File: config.mk
export PLATFORM = sky130hd
export DESIGN_NAME = btn_debounce
export DESIGN_NICKNAME = d
export VERILOG_FILES = /design/src/rtl/btn_debounce.sv
export SDC_FILE = /design/constraint.sdc
export NUM_CORES = 1
export LEC_CHECK = 0
export ABC_CLOCK_PERIOD_IN_PS = 4800
export CAP_MARGIN = 25
export CORE_MARGIN = 2
export CORE_UTILIZATION = 30
export CTS_CLUSTER_DIAMETER = 30
export CTS_CLUSTER_SIZE = 28
export DETAILED_ROUTE_END_ITERATION = 16
export HOLD_SLACK_MARGIN = 0.1
export PLACE_DENSITY = 0.51
export SLEW_MARGIN = 20
export SYNTH_ARGS = -nofsm -noshare
export SYNTH_HDL_FRONTEND = slang
export SYNTH_SLANG_ARGS = --single-unit
File: constraint.sdc
create_clock -name clk -period 4.8 [get_ports clk]
set_clock_uncertainty 0.15 [all_clocks]
set_input_delay 0.96 -clock clk [delete_from_list [all_inputs] [get_ports clk]]
set_output_delay 0.96 -clock clk [all_outputs]
set_load 0.01 [all_outputs]
File: src/rtl/btn_debounce.sv
// Two-channel push-button debouncer with press, release and long-press strobes.
// Each channel has its own synchronizer, state machine and counters.
module btn_debounce #(
  parameter int DB_CYCLES   = 1000000,
  parameter int LONG_CYCLES = 50000000,
  parameter int CNT_W       = 26
) (
  input  logic       clk,
  input  logic       reset,
  input  logic [1:0] btn_in,
  output logic [1:0] btn_out,
  output logic [1:0] press_pulse,
  output logic [1:0] release_pulse,
  output logic [1:0] long_pulse,
  output logic [3:0] dbg_state
);

  typedef enum logic [1:0] {
    IDLE        = 2'd0,
    PRESS_CHK   = 2'd1,
    HELD        = 2'd2,
    RELEASE_CHK = 2'd3
  } state_t;

  localparam logic [CNT_W-1:0] DB_LAST   = CNT_W'(DB_CYCLES - 1);
  localparam logic [CNT_W-1:0] LONG_LAST = CNT_W'(LONG_CYCLES - 1);
  localparam logic [CNT_W-1:0] LONG_MAX  = CNT_W'(LONG_CYCLES);
  localparam logic [CNT_W-1:0] CNT_ONE   = CNT_W'(1);

  genvar ch;
  generate
    for (ch = 0; ch < 2; ch++) begin : g_ch
      logic             sync1, sync2;
      state_t           state, state_nx;
      logic [CNT_W-1:0] db_cnt, db_cnt_nx;
      logic [CNT_W-1:0] hold_cnt, hold_cnt_nx;
      logic             long_done, long_done_nx;
      logic             out_q, out_nx;
      logic             press_q, press_nx;
      logic             release_q, release_nx;
      logic             long_q, long_nx;

      always_ff @(posedge clk) begin
        if (reset) begin
          sync1     <= 1'b1;
          sync2     <= 1'b1;
          state     <= IDLE;
          db_cnt    <= '0;
          hold_cnt  <= '0;
          long_done <= 1'b0;
          out_q     <= 1'b1;
          press_q   <= 1'b0;
          release_q <= 1'b0;
          long_q    <= 1'b0;
        end else begin
          sync1     <= btn_in[ch];
          sync2     <= sync1;
          state     <= state_nx;
          db_cnt    <= db_cnt_nx;
          hold_cnt  <= hold_cnt_nx;
          long_done <= long_done_nx;
          out_q     <= out_nx;
          press_q   <= press_nx;
          release_q <= release_nx;
          long_q    <= long_nx;
        end
      end

      always_comb begin
        state_nx     = state;
        db_cnt_nx    = db_cnt;
        hold_cnt_nx  = hold_cnt;
        long_done_nx = long_done;
        out_nx       = out_q;
        press_nx     = 1'b0;
        release_nx   = 1'b0;
        long_nx      = 1'b0;
        case (state)
          IDLE: begin
            if (!sync2) begin
              state_nx  = PRESS_CHK;
              db_cnt_nx = '0;
            end
          end
          PRESS_CHK: begin
            if (sync2) begin
              state_nx  = IDLE;
              db_cnt_nx = '0;
            end else if (db_cnt == DB_LAST) begin
              state_nx     = HELD;
              out_nx       = 1'b0;
              press_nx     = 1'b1;
              hold_cnt_nx  = '0;
              long_done_nx = 1'b0;
            end else begin
              db_cnt_nx = db_cnt + CNT_ONE;
            end
          end
          HELD: begin
            if (sync2) begin
              state_nx  = RELEASE_CHK;
              db_cnt_nx = '0;
            end else begin
              if (hold_cnt != LONG_MAX) hold_cnt_nx = hold_cnt + CNT_ONE;
              // long_done keeps the strobe to one per accepted press
              if (hold_cnt == LONG_LAST && !long_done) begin
                long_nx      = 1'b1;
                long_done_nx = 1'b1;
              end
            end
          end
          RELEASE_CHK: begin
            // A bounce back low resumes the hold with hold_cnt frozen
            if (!sync2) begin
              state_nx = HELD;
            end else if (db_cnt == DB_LAST) begin
              state_nx     = IDLE;
              out_nx       = 1'b1;
              release_nx   = 1'b1;
              hold_cnt_nx  = '0;
              long_done_nx = 1'b0;
            end else begin
              db_cnt_nx = db_cnt + CNT_ONE;
            end
          end
          default: state_nx = IDLE;
        endcase
      end

      assign btn_out[ch]          = out_q;
      assign press_pulse[ch]      = press_q;
      assign release_pulse[ch]    = release_q;
      assign long_pulse[ch]       = long_q;
      assign dbg_state[2*ch +: 2] = state;
    end
  endgenerate

endmodule

# --- Word-level counts from Yosys, hierarchy flattened ---
# Index checks and enable logic that the tools add are counted.
totals:
  word_cells: 156
  out_inout_bits: 12
  reg_bits: 122
  inputBits: 4
classes:
  addsub: 4
  eq_ne: 34
  n_bitwise: 8
  reduce_logical: 26
  mux: 64
ops:
  columns: ["operator", "count"]
  rows:
  - ["$mux 26", 20]
  - ["$pmux 26 s4", 2]
  - ["$pmux 26 s3", 2]
  - ["$add 26x1->26 const B", 4]
  - ["$eq 26x20->1 const B", 2]
  - ["$eq 26x26->1 const B", 2]
  - ["$ne 26x26->1 const B", 2]
  - ["$ne 2x2->1 const B", 18]
  - ["$reduce_and 5->1", 6]
  - ["$mux 2", 12]
  - ["$mux 1", 22]
  - ["$reduce_or 3->1", 6]
  - ["$pmux 2 s4", 2]
  - ["$ne 3x3->1 const B", 4]
  - ["$eq 2x2->1 const B", 4]
  - ["$not 1->1", 8]
  - ["$reduce_and 4->1", 2]
  - ["$pmux 1 s3", 2]
  - ["$reduce_and 3->1", 2]
  - ["$reduce_bool 3->1", 2]
  - ["$eq 2x1->1 const B", 2]
  - ["$logic_not 2->1", 2]
  - ["$pmux 1 s2", 2]
  - ["$reduce_bool 2->1", 2]
  - ["2 further kinds", 4]

# --- Logic depth before layout (Yosys ltp) ---
depth:
  depth_word: 5
  mapped_depth: 10
  mapped_depth_nobuf: 8

# --- Worst setup path before layout ---
# No wires, ideal clock.
synth_timing:
  kind: "register to register"
  from: "reg g_ch[0].db_cnt[14]"
  to: "reg g_ch[0].hold_cnt[21]"
  setup_slack_ns: 2.021
  t_required_ns: 4.523
  n_path_buf: 2
  arrival_ns: 2.502
  stages_incl_launch_ff: 9
  period_less_slack_ns: 2.779
  setup_time_ns: 0.127
  cell_sequence: "dfxtp_1 -> or4b_1 -> or4_1 -> buf_2 -> or3_1 -> buf_2 -> a2111oi_1 -> xnor2_1 -> nor2_2"
synth_between:
  elab_chain_cells: 4
  word_cells_on_any_way: 5
  classes_between: "1 x eq/ne; 4 x mux"
synth_rtl:
  columns: ["item", "line_no", "source"]
  rows:
  - ["from (decl)", "35", "logic [CNT_W-1:0] db_cnt, db_cnt_nx;"]
  - ["from (signal assigned)", "59", "db_cnt <= db_cnt_nx;"]
  - ["$eq 26x20->1 *", "89, 116", null]
  - ["$mux 26 *", null, null]
  - ["$mux 26 (on tied branches)", null, null]
  - ["$pmux 26 s3 *", null, null]
  - ["to (signal assigned)", "60", "hold_cnt <= hold_cnt_nx;"]
  - ["to (decl)", "36", "logic [CNT_W-1:0] hold_cnt, hold_cnt_nx;"]
# Every way passes the cells marked *; elsewhere a longest branch is shown, timed or not. The select of a mux whose other input is x is not followed.
# A chain may end at the register's enable or synchronous reset.

# --- Worst setup path after layout ---
layout_timing:
  from: "reg g_ch[0].db_cnt[14]"
  to: "reg g_ch[0].hold_cnt[20]"
# Same word-level chain as after synthesis.

==> run_results.csv <==
group,metric,value,unit
route,wl_per_cell,13.3,um
hold_path,hold_class,"register to register",
synthesis,synth_enable_flop_cells,0,
route,drc,0,
setup_path,cp_num_buf_inv,0,
power,power_frac_comb,0.024,
route,wl_met1,6800,um
hold_path,min-delay-start,"g_ch[1].sync1",
synthesis,avgSynthCellArea,8.20,um^2
placement,place_worst_setup_slack,1.38,ns
synthesis,async_flop_share,0,
die,ios,16,
final_layout,area_growth_syn_to_layout,15.5,%
cts,clk_pin_slew_worst_paths,0.06,ns
setup_path,crit_type,"register to register",
die,dieArea,21300,um^2
synthesis,synth_flop_cell,"dfxtp_1",
cts,insertion_delay,0.42,ns
placement,port_buffers,15,
synthesis,ys_seq_area_frac,0.404,
cts,cts_setup_buffers,0,
global_route,grt_pass1_vias,4758,
global_route,grt_overflow,0,
synthesis,ys_top_cells_by_area,"dfxtp_1, nor2_1, xnor2_1",
synthesis,synthDistinctLibCells,52,
route,totalWireLength,13500,um
setup_path,worst-path-max-fanout,25,
setup_path,r2r_start,"g_ch[0].db_cnt[14]",
cts,cts.path.max_buffers,2,
sta,hold_viol,0,
route,wl_met2,6130,um
sta,fin_crit,3.40,ns
die,fp.dieH,146,um
cts,cts_tree,"yes",
die,fp.dieW,146,um
synthesis,synth-seq-cells,122,
setup_path,slowest_stage,"nand2_1",
synthesis,synthTopCellsByCount,"dfxtp_1, nor2_1, nand2_1",
power,power.internal,1.79,mW
synthesis,synth_top_area_cell,"dfxtp_1",
setup_path,crit_required,4.97,ns
placement,place.gp.congestion,0.771,
synthesis,synth_area,6040,um^2
sta,setup_viol,0,
global_route,grt_usage,0.132,
final_layout,diodes,0,
sta,fin_crit_sh,0.709,
synthesis,synth_most_common_cell,"dfxtp_1",
sta,fmax,0.294,GHz
power,seq_power_share,0.446,
setup_path,crit_family,"simple AND/OR/NAND/NOR gates",
die,core,19600,um^2
route,viasPerCell,5.00,
synthesis,synth_top_area_frac,0.404,
route,dr.pass1.iters,4,
power,power_density,329,nW/um^2
setup_path,cpPeakStageDelay,0.77,ns
setup_path,reg2reg_slack,1.40,ns
cts,cts_buffers,17,
sta,whs,0.262,ns
setup_path,arrival,3.57,ns
run,maxCapViolCount,0,
sta,slew_violations,0,
global_route,antenna_found_initial,0,
sta,setup_tns,0,ns
die,start_util,0.308,
sta,fin_ws,1.40,ns
power,ir_drop,0.218,mV
power,switching_share,0.222,
cts,cts_hold_buf,0,
route,via_count,5091,
power,p_clk_frac,0.530,
setup_path,reg2reg_depth,6,
final_layout,fill_cells,2041,
setup_path,end_kind,"register",
final_layout,drive_gt1_frac,0.0676,
setup_path,reg2reg_to,"g_ch[0].hold_cnt[20]",
cts,htreeDepth,4,
hold_path,holdPathEnd,"g_ch[1].sync2",
synthesis,synth_cells,737,
setup_path,critical_path.cell_chain,"or4b_1 -> or4_1 -> or3_1 -> nand2_1 -> a211o_1 -> nand2_1",
global_route,grt_pass1_wl,23400,um
route,wl_met3,330,um
cts,cts_resized,0,
die,rows,51,
route,drt_iter0_markers,191,
route,top_layer,"met4",
synthesis,ys_warn_count,0,
power,p_sw,0.510,mW
synthesis,synth_nets,747,
hold_path,hold_depth,1,
sta,relSlewSlack,0.418,
setup_path,cp_common_cell,"nand2_1",
cts,clockRootBuffer,"clkbuf_16",
outcome,status,"complete, no violations",
sta,rsz0062_at_grt,"false",
setup_path,start_kind,"register",
global_route,grt_max_degree,26,
cts,clock-sinks,122,
placement,dp_hpwl,8990,um
power,p_leak,2.22,nW
sta,worst_slew_pin_slew,0.871,ns
route,antenna_left,0,
final_layout,fin_nets,751,
placed cells by master, fill, tap and decap left out, drive strengths merged, types with 22 or more instances in the layout:
master | Yosys | final
dfxtp | 122 | 122
nor2 | 104 | 104
nand2 | 62 | 62
xnor2 | 42 | 42
nand3 | 39 | 39
xor2 | 37 | 37
a21oi | 28 | 28
nor3 | 28 | 28
o21ai | 27 | 27
nand4 | 24 | 24
clkbuf | 23 | 22
registers in the layout (all words and copies together) (netlist names), named ones only:
signal and flops:
g_ch.long_done 2, g_ch.press_q 2, g_ch.release_q 2, g_ch.long_q 2, g_ch.sync2 2, g_ch.db_cnt 52
g_ch.state 2, g_ch.sync1 2, g_ch.hold_cnt 52, g_ch.out_q 2
power groups by stage:
stage,sequential [mW],clock (mW),combinational (mW)
floorplan,1.04,0,0.0402
global placement,1.05,0,0.0565
detailed placement,1.05,0,0.0558
CTS,1.02,1.26,0.0561
global route,1.02,1.30,0.0615
finish,1.02,1.22,0.0552
worst max-delay path by stage:
| stage | depth (start not counted) | start | end | slack (ns) |
|---|---|---|---|---|
| floorplan | 8 | g_ch[0].db_cnt[14] | g_ch[0].hold_cnt[21] | 2.02 |
| global route | 6 | g_ch[0].db_cnt[14] | g_ch[0].hold_cnt[20] | 1.17 |
| CTS | 6 | g_ch[0].db_cnt[14] | g_ch[0].hold_cnt[20] | 1.39 |
| finish | 6 | g_ch[0].db_cnt[14] | g_ch[0].hold_cnt[20] | 1.40 |
| detailed placement | 6 | g_ch[0].db_cnt[14] | g_ch[0].hold_cnt[20] | 1.38 |
| global placement | 6 | g_ch[0].db_cnt[14] | g_ch[0].hold_cnt[20] | 1.38 |
routing by layer:
layer / up-vias / track usage
met3: 20 / 0.0292
met2: 49 / 0.207
met5: - / 0
li1: 2650 / -
met1: 2372 / 0.174
met4: 0 / 0.0578
worst reg2reg max path, delay by kind of cell, from the launching register on:
family	cells	cell delay [ns]
AND/OR/NAND/NOR	5	2.51
AO/OA/AOI/OAI	1	0.19
flip-flops	1	0.45
final cells by class:
type,instances,area (um^2),share of cell area
Multi-Input combinational cell,562,3380,0.484
Clock buffer,22,474,0.0680
Clock inverter,10,91.3,0.0131
Tap cell,265,332,0.0475
Inverter,16,60.1,0.00861
Timing Repair Buffer,22,203,0.0290
Sequential cell,122,2440,0.350
cells by family (layout without fill, tap and decap cells):
logic type      Yosys count  in the layout  share of synthesized area
fa+ha+maj                 6              6                     0.0124
flops                   122            122                      0.404
xor+xnor                 79             79                      0.114
simple gates            359            359                      0.301
mux                       1              1                    0.00166
buf+inv                  53             70                     0.0389
compound gates          117            117                      0.127
through the flow:
stage                     power [mW]  cells   util  cell area [um^2]
final                           2.30   1019  0.356              6980
after global routing            2.39   1019  0.356              6980
after CTS                       2.34   1019  0.356              6980
after detailed placement        1.10    987  0.327              6410
after global placement          1.10    987  0.327              6410
after floorplan                 1.08    737      -              6040
No activity file was read; power rests on OpenSTA's default activity.
